===== src/rtl/issue_interlock_ctrl_pkg.sv =====
// rtl/issue_interlock_ctrl_pkg.sv - shared constants and types for the ID issue interlock
package issue_interlock_ctrl_pkg;

    localparam int NREG   = 32;
    localparam int CNT_W  = 2;
    localparam int REG_AW = 5;

    typedef logic [1:0] fwd_sel_t;

    localparam fwd_sel_t FWD_RF  = 2'd0;
    localparam fwd_sel_t FWD_EX  = 2'd1;
    localparam fwd_sel_t FWD_MEM = 2'd2;
    localparam fwd_sel_t FWD_WB  = 2'd3;

    typedef struct packed {
        logic              valid;
        logic              rf_we;
        logic [REG_AW-1:0] waddr;
    } stage_wr_t;

endpackage


===== src/rtl/src_fwd_sel.sv =====
// rtl/src_fwd_sel.sv - per-source bypass select and RAW hazard detection
module src_fwd_sel
    import issue_interlock_ctrl_pkg::*;
(
    input  logic              used,
    input  logic [REG_AW-1:0] addr,
    input  stage_wr_t         ex_wr,
    input  logic              ex_res_ready,
    input  stage_wr_t         mem_wr,
    input  logic              mem_res_ready,
    input  stage_wr_t         wb_wr,
    input  logic              cnt_nz,
    output fwd_sel_t          sel,
    output logic              hazard,
    output logic              mismatch
);

    always_comb begin
        sel      = FWD_RF;
        hazard   = 1'b0;
        mismatch = 1'b0;
        if (used && (addr != '0)) begin
            // Youngest writer wins: EX, then MEM, then WB.
            if (ex_wr.valid && ex_wr.rf_we && (ex_wr.waddr == addr)) begin
                sel    = FWD_EX;
                hazard = ~ex_res_ready;
            end else if (mem_wr.valid && mem_wr.rf_we && (mem_wr.waddr == addr)) begin
                sel    = FWD_MEM;
                hazard = ~mem_res_ready;
            end else if (wb_wr.valid && wb_wr.rf_we && (wb_wr.waddr == addr)) begin
                sel    = FWD_WB;
            end else if (cnt_nz) begin
                // Scoreboard says a writer is in flight but no stage holds it.
                hazard   = 1'b1;
                mismatch = 1'b1;
            end
        end
    end

endmodule


===== src/rtl/issue_interlock_ctrl.sv =====
// rtl/issue_interlock_ctrl.sv - ID issue interlock with pending-writer scoreboard and bypass selects
module issue_interlock_ctrl
    import issue_interlock_ctrl_pkg::*;
#(
    parameter int NREG  = issue_interlock_ctrl_pkg::NREG,
    parameter int CNT_W = issue_interlock_ctrl_pkg::CNT_W
) (
    input  logic              clk,
    input  logic              reset,
    input  logic              id_valid,
    input  logic [REG_AW-1:0] id_rs1_addr,
    input  logic [REG_AW-1:0] id_rs2_addr,
    input  logic              id_rs1_used,
    input  logic              id_rs2_used,
    input  logic              id_rf_we,
    input  logic [REG_AW-1:0] id_rf_waddr,
    input  logic              ex_allowin,
    input  logic              ex_valid,
    input  logic              ex_rf_we,
    input  logic [REG_AW-1:0] ex_rf_waddr,
    input  logic              ex_res_ready,
    input  logic              mem_valid,
    input  logic              mem_rf_we,
    input  logic [REG_AW-1:0] mem_rf_waddr,
    input  logic              mem_res_ready,
    input  logic              wb_valid,
    input  logic              wb_rf_we,
    input  logic [REG_AW-1:0] wb_rf_waddr,
    input  logic              wb_retire,
    input  logic              flush,
    output logic              id_issue,
    output logic              id_stall,
    output logic [1:0]        fwd_sel1,
    output logic [1:0]        fwd_sel2,
    output logic              sb_err
);

    localparam logic [CNT_W-1:0] CNT_MAX = '1;

    logic [CNT_W-1:0] cnt [NREG];
    logic [NREG-1:0]  inc;
    logic [NREG-1:0]  dec;
    logic             underflow;
    logic             haz1, haz2, mis1, mis2;
    logic             overflow;
    logic             err_set;
    stage_wr_t        ex_wr, mem_wr, wb_wr;

    assign ex_wr  = '{valid: ex_valid,  rf_we: ex_rf_we,  waddr: ex_rf_waddr};
    assign mem_wr = '{valid: mem_valid, rf_we: mem_rf_we, waddr: mem_rf_waddr};
    assign wb_wr  = '{valid: wb_valid,  rf_we: wb_rf_we,  waddr: wb_rf_waddr};

    src_fwd_sel u_src1 (
        .used          (id_rs1_used),
        .addr          (id_rs1_addr),
        .ex_wr         (ex_wr),
        .ex_res_ready  (ex_res_ready),
        .mem_wr        (mem_wr),
        .mem_res_ready (mem_res_ready),
        .wb_wr         (wb_wr),
        .cnt_nz        (cnt[id_rs1_addr] != '0),
        .sel           (fwd_sel1),
        .hazard        (haz1),
        .mismatch      (mis1)
    );

    src_fwd_sel u_src2 (
        .used          (id_rs2_used),
        .addr          (id_rs2_addr),
        .ex_wr         (ex_wr),
        .ex_res_ready  (ex_res_ready),
        .mem_wr        (mem_wr),
        .mem_res_ready (mem_res_ready),
        .wb_wr         (wb_wr),
        .cnt_nz        (cnt[id_rs2_addr] != '0),
        .sel           (fwd_sel2),
        .hazard        (haz2),
        .mismatch      (mis2)
    );

    // A saturated counter would wrap on the next issue, so hold ID until a retire.
    assign overflow = id_rf_we && (id_rf_waddr != '0) && (cnt[id_rf_waddr] == CNT_MAX);
    assign id_stall = id_valid && (haz1 || haz2 || overflow);
    assign id_issue = id_valid && !id_stall && ex_allowin && !flush;

    always_comb begin
        inc       = '0;
        dec       = '0;
        underflow = 1'b0;
        for (int r = 1; r < NREG; r++) begin
            inc[r] = id_issue && id_rf_we && (id_rf_waddr == REG_AW'(r));
            dec[r] = wb_retire && wb_valid && wb_rf_we && (wb_rf_waddr == REG_AW'(r));
            if (dec[r] && (cnt[r] == '0)) begin
                underflow = 1'b1;
            end
        end
    end

    assign err_set = underflow || (id_valid && (mis1 || mis2));

    always_ff @(posedge clk) begin
        if (reset) begin
            for (int r = 0; r < NREG; r++) begin
                cnt[r] <= '0;
            end
            sb_err <= 1'b0;
        end else begin
            if (err_set) begin
                sb_err <= 1'b1;
            end
            for (int r = 0; r < NREG; r++) begin
                if (flush) begin
                    cnt[r] <= '0;
                end else if (inc[r] && !dec[r]) begin
                    cnt[r] <= cnt[r] + 1'b1;
                end else if (dec[r] && !inc[r] && (cnt[r] != '0)) begin
                    cnt[r] <= cnt[r] - 1'b1;
                end
            end
        end
    end

endmodule


===== config.mk =====
export PLATFORM = sky130hd
export DESIGN_NAME = issue_interlock_ctrl
export DESIGN_NICKNAME = d
export VERILOG_FILES = /design/src/rtl/issue_interlock_ctrl_pkg.sv /design/src/rtl/src_fwd_sel.sv /design/src/rtl/issue_interlock_ctrl.sv
export SDC_FILE = /design/constraint.sdc
export NUM_CORES = 1
export LEC_CHECK = 0
export CORE_ASPECT_RATIO = 0.7
export CORE_MARGIN = 4
export CORE_UTILIZATION = 35
export DETAILED_ROUTE_END_ITERATION = 12
export SLEW_MARGIN = 25
export SYNTH_ARGS = -nofsm -noshare
export SYNTH_HDL_FRONTEND = slang
export SYNTH_HIERARCHICAL = 1
export SYNTH_SLANG_ARGS = --single-unit

===== constraint.sdc =====
create_clock -name clk -period 4.35 [get_ports clk]
set_clock_uncertainty 0.2 [all_clocks]
set_input_delay 0.6525 -clock clk [delete_from_list [all_inputs] [get_ports clk]]
set_output_delay 0.6525 -clock clk [all_outputs]
set_load 0.02 [all_outputs]

[Yosys cells after proc, flatten, opt, wreduce, memory -nomap -nowiden]
Memories as Yosys holds them, arrays and structs flattened.
Index checks and enable logic that the tools add are counted.
Word-level totals
  bits in registers: 1
  memory bits (writable): 64
  word-level logic and storage cells: 1004
  memories: 1
Cells by class
  add/subtract/negate cells: 62
  equal/unequal tests: 69
  multiplexer cells: 433
  bitwise logic cells: 96
  reductions and logical operators: 342
Memories
  cnt: words 32, bits a word 2, rd ports 34, clocked after memory_dff 0, write ports 32, RTL line issue_interlock_ctrl.sv:40  | logic [CNT_W-1:0] cnt [NREG];
Operator list (number)
  2-to-1 mux 1 bit: 331
  logical AND 1 bit: 207
  2-to-1 mux 2 bit: 102
  == test 5 bit (second input constant): 32
  OR 1 bit: 94
  == test 5 x 4 -> 1 bit (second input constant): 16
  nonzero test 2 bit: 33
  logical NOT 1 bit: 64
  adder 2 x 1 -> 2 bit (second input constant): 31
  logical NOT 2 bit: 31
  subtractor 2 x 1 -> 2 bit (second input constant): 31
  == test 5 x 3 -> 1 bit (second input constant): 8
  == test 5 bit: 6
  == test 5 x 2 -> 1 bit (second input constant): 4
  nonzero test 5 bit: 3
  == test 5 x 1 -> 1 bit (second input constant): 2
  logical OR 1 bit: 4
  == test 2 bit (second input constant): 1
  inverter 1 bit: 2

[Depth between registers and ports, before layout]
  word-level depth: 36
  mapped depth: 16

[By module]
Netlist, hierarchy kept.
By module, submodules not included
  issue_interlock_ctrl: times used 1, cells an instance 780, area an instance 6279.8 µm²
  src_fwd_sel: times used 2, cells an instance 34, area an instance 240.2 µm²

[Worst setup path before layout]
OpenSTA, ideal clock, no wires.
  path kind: input port to flip-flop
  start point: in id_rs2_addr[1]
  end point: mem cnt[8][0] (enable)
  setup time: 0.300 ns
  data arrival time: 4.216 ns
  setup slack: -0.366 ns
  cell stages on the path: 14
  path buffers: 3
  cell sequence: clkbuf_1 -> clkbuf_1 -> a21oi_1 -> mux4_2 -> mux4_2 -> and3b_1 -> o31a_1 -> nor3b_1 -> nand3_1 -> nor2_1 -> clkbuf_1 -> nand2_1 -> a211o_1 -> nand3_1
RTL lines
  start: declaration: RTL line issue_interlock_ctrl.sv:12  | input logic [REG_AW-1:0] id_rs2_addr,
  end: declaration: RTL line issue_interlock_ctrl.sv:40

[Final worst setup path]
  start point: in id_rs1_addr[2]
  end point: out id_stall
Between the ends
  longest elaborated chain between the ends: 10
  elaborated cells on any way between the ends: 18
  those cells by class: eq/ne (3); mux (5); reduce/logical (9); memory (1)
RTL lines
  start: declaration: RTL line issue_interlock_ctrl.sv:11  | input logic [REG_AW-1:0] id_rs1_addr,
  memory (32 x 2 bit)
  nonzero test 2 bit: RTL line issue_interlock_ctrl.sv:61  | .cnt_nz (cnt[id_rs1_addr] != '0),
  2-to-1 mux 1 bit: RTL line src_fwd_sel.sv:32  | end else if (cnt_nz) begin
  2-to-1 mux 1 bit: RTL line src_fwd_sel.sv:30  | end else if (wb_wr.valid && wb_wr.rf_we && (wb_wr.waddr == addr)) begin
  2-to-1 mux 1 bit: RTL line src_fwd_sel.sv:27  | end else if (mem_wr.valid && mem_wr.rf_we && (mem_wr.waddr == addr)) begin
  2-to-1 mux 1 bit: RTL line src_fwd_sel.sv:24  | if (ex_wr.valid && ex_wr.rf_we && (ex_wr.waddr == addr)) begin
  2-to-1 mux 1 bit (*): RTL line src_fwd_sel.sv:22  | if (used && (addr != '0)) begin
  via haz1: RTL line issue_interlock_ctrl.sv:44  | logic haz1, haz2, mis1, mis2;
  logical OR 1 bit (*) (2 in a row): RTL line issue_interlock_ctrl.sv:83  | assign id_stall = id_valid && (haz1 || haz2 || overflow);
  logical AND 1 bit (*): RTL line issue_interlock_ctrl.sv:83
  end: declaration: RTL line issue_interlock_ctrl.sv:32  | output logic id_stall,
Mark *: on every way through the listed nets, which the timed path passes. The rest lies on a longest branch.

==> results.sh <==
export IMPL_layout_commonest_cell="buf_4"
export IMPL_cts_root_buf="clkbuf_16"
export IMPL_ir_drop_v=0.000199
export IMPL_ys_seq_elements=63
export IMPL_min_path_type="flip-flop to flip-flop"
export IMPL_hold_viol_final=0
export IMPL_setup_viol=0
export IMPL_area_growth_pct=28.0
export IMPL_clock_sinks=63
export IMPL_grt_max_degree=32
export IMPL_async_flop_share_pct=0
export IMPL_slowest_delay_ns=0.51
export IMPL_p_leak_nw=2.99
export IMPL_start_util_pct=35.7
export IMPL_synth_nets=926
export IMPL_place_hpwl_um=20800
export IMPL_drc=0
export IMPL_grt_pass1_wl_um=40700
export IMPL_syn_area_um2=6760
export IMPL_period_needed_ns=4.32
export IMPL_nets=1042
export IMPL_dieArea_um2=21600
export IMPL_ant_nets=0
export IMPL_placed_area_um2=8140
export IMPL_stdcell_count=1212
export IMPL_dr_total_vias=7463
export IMPL_startpoint="id_rs1_addr[2]"
export IMPL_grt_pass1_vias=7036
export IMPL_period_share_pct=99.3
export IMPL_synthFlopType="edfxtp_1"
export IMPL_fmax_mhz=232
export IMPL_num_rows=42
export IMPL_syn_mean_instance_area_um2=7.97
export IMPL_ctsLongestPathBuffers=2
export IMPL_powerDensity_nw_per_um2=251
export IMPL_synth_edff_count=62
export IMPL_overflow=0
export IMPL_cts_tree="built"
export IMPL_path_class="primary input to output pin"
export IMPL_viasPerCell=6.16
export IMPL_antenna_found_initial=1
export IMPL_worstMarginPinSlew_ns=0.872
export IMPL_final_cell_mix="92 x buf_4, 71 x nand2_1, 70 x inv_1"
export IMPL_portBuffers=53
export IMPL_cp_slowest_cell="mux4_2"
export IMPL_max_slew_margin_pct=41.8
export IMPL_h_tree_depth=3
export IMPL_end_kind="output pin"
export IMPL_avgRoutedWirePerCell_um=22.1
export IMPL_clkTransAtPathRegs_ns=0.06
export IMPL_crit_top_cell="mux4_2"
export IMPL_hp_start="cnt[25][0]$_SDFFCE_PP0P_"
export IMPL_cts_buffers=9
export IMPL_slew_violations=0
export IMPL_first_pass_iters=6
export IMPL_clock_latency_ns=0.36
export IMPL_crit_fanout=5
export IMPL_worstPathCellList="clkdlybuf4s50_1 -> buf_6 -> mux4_2 -> mux4_2 -> and3b_1 -> o31a_1 -> a311o_1 -> and2_1 -> buf_2"
export IMPL_wirelength_um=26800
export IMPL_rsz0062_at_grt="yes"
export IMPL_start_kind="primary input"
export IMPL_drv_cap=0
export IMPL_ys_seq_area_share_pct=27.8
export IMPL_core_um2=18900
export IMPL_r2r_start="cnt[19][0]$_SDFFCE_PP0P_"
export IMPL_die_width_um=174
export IMPL_netlist_instances=848
export IMPL_crit_required_ns=3.50
export IMPL_placed_cells=1195
export IMPL_critPathArrivalTime_ns=3.47
export IMPL_num_io_pins=54
export IMPL_outcome="finished clean"
export IMPL_yosys_warnings=6
export IMPL_die_y_um=124
export IMPL_gp_congestion=1.03
export IMPL_cts_setup_buffers=0
export IMPL_drtIter0Drc=1136
export IMPL_postLayoutCellArea_um2=8650
export IMPL_synth_distinct_cells=68
export IMPL_drive_above_1_share_pct=19.9
export IMPL_grt_use_total_pct=23.9
==> repair_timing <==
item | 4_1_cts | 5_1_grt
hold buffers | 0 | 0
setup endpoints to repair | 59 | 89
resized for setup | 15 | 46
pin swaps | 2 | 9
==> sequential cells by signal, indices dropped and copies added, names as in the netlist <==
signal  count
cnt        62
sb_err      1
==> critical path, delay by kind of cell <==
kind	cells	cell delay [ns]
mux	2	0.98
buf+inv	3	0.79
compound gates	2	0.66
simple gates	2	0.37
==> worst paths after layout <==
kind	end	slack (ns)	depth (start not counted)
min reg2reg	cnt[25][0]$_SDFFCE_PP0P_	0.42	1
max	id_stall	0.03	9
min	cnt[25][0]$_SDFFCE_PP0P_	0.42	1
max reg2reg	cnt[6][0]$_SDFFCE_PN0P_	0.12	13
==> synthesized netlist by cell type (all sizes together) (8+ instances only) <==
master / number / area, µm²
a211oi: 32 / 280
a21oi: 62 / 310
and3: 8 / 50.1
buf: 17 / 139
clkbuf: 33 / 125
edfxtp: 62 / 1860
ha: 31 / 388
inv: 70 / 263
mux2i: 14 / 140
mux4: 14 / 315
nand2: 78 / 300
nand3: 61 / 315
nand4: 40 / 265
nor2: 70 / 263
nor3: 60 / 310
nor4: 14 / 87.6
o21ai: 50 / 250
xnor2: 18 / 158
xor2: 12 / 105
==> layout make-up <==
cell class	instances	area, µm²
flip-flops and latches	63	1880
inverters	70	263
clock inverters	7	145
multi-input cells	665	4490
well taps	242	303
diodes	1	2.50
repair buffers	155	1350
fillers	1876	10300
clock buffers	9	225
==> per-stage QoR <==
stage          hold WS, ns  power [mW]  util [%]  TNS (ns)  setup slack (ns)
3_5_place_dp         0.404        1.23      43.0    -43.19            -0.493
4_1_cts              0.413        2.15      45.0         0            0.0168
5_1_grt              0.447        2.24      45.7    -0.472           -0.0595
3_3_place_gp         0.398        1.22      43.0    -39.67            -0.509
2_1_floorplan        0.367        1.01         -         0           0.00858
6_report             0.418        2.17      45.7         0            0.0315
==> layer usage <==
| metal | share of wire, % | GRT usage (%) | vias to the layer above |
|---|---|---|---|
| li1 | - | - | 3415 |
| met1 | 44 | 35.2 | 3536 |
| met2 | 40 | 33.8 | 462 |
| met3 | 14 | 7.86 | 50 |
| met4 | 2.1 | 5.58 | 0 |
| met5 | 0 | 0 | - |
==> kinds of logic after synthesis <==
family | count (synthesis) | share of synthesized area, %
compound gates | 190 | 18.3
xor+xnor | 30 | 3.89
fa+ha+maj | 31 | 5.74
buf+inv | 120 | 7.79
flops | 63 | 27.8
mux | 32 | 7.40
simple gates | 382 | 29.0
==> report_power, final <==
part	leakage (nW)	internal [mW]	switching, mW
Clock	0.176	0.620	0.313
Combinational	2.12	0.210	0.304
Sequential	0.699	0.692	0.0327
Total	2.99	1.52	0.649
(Power assumes the default switching activity.)
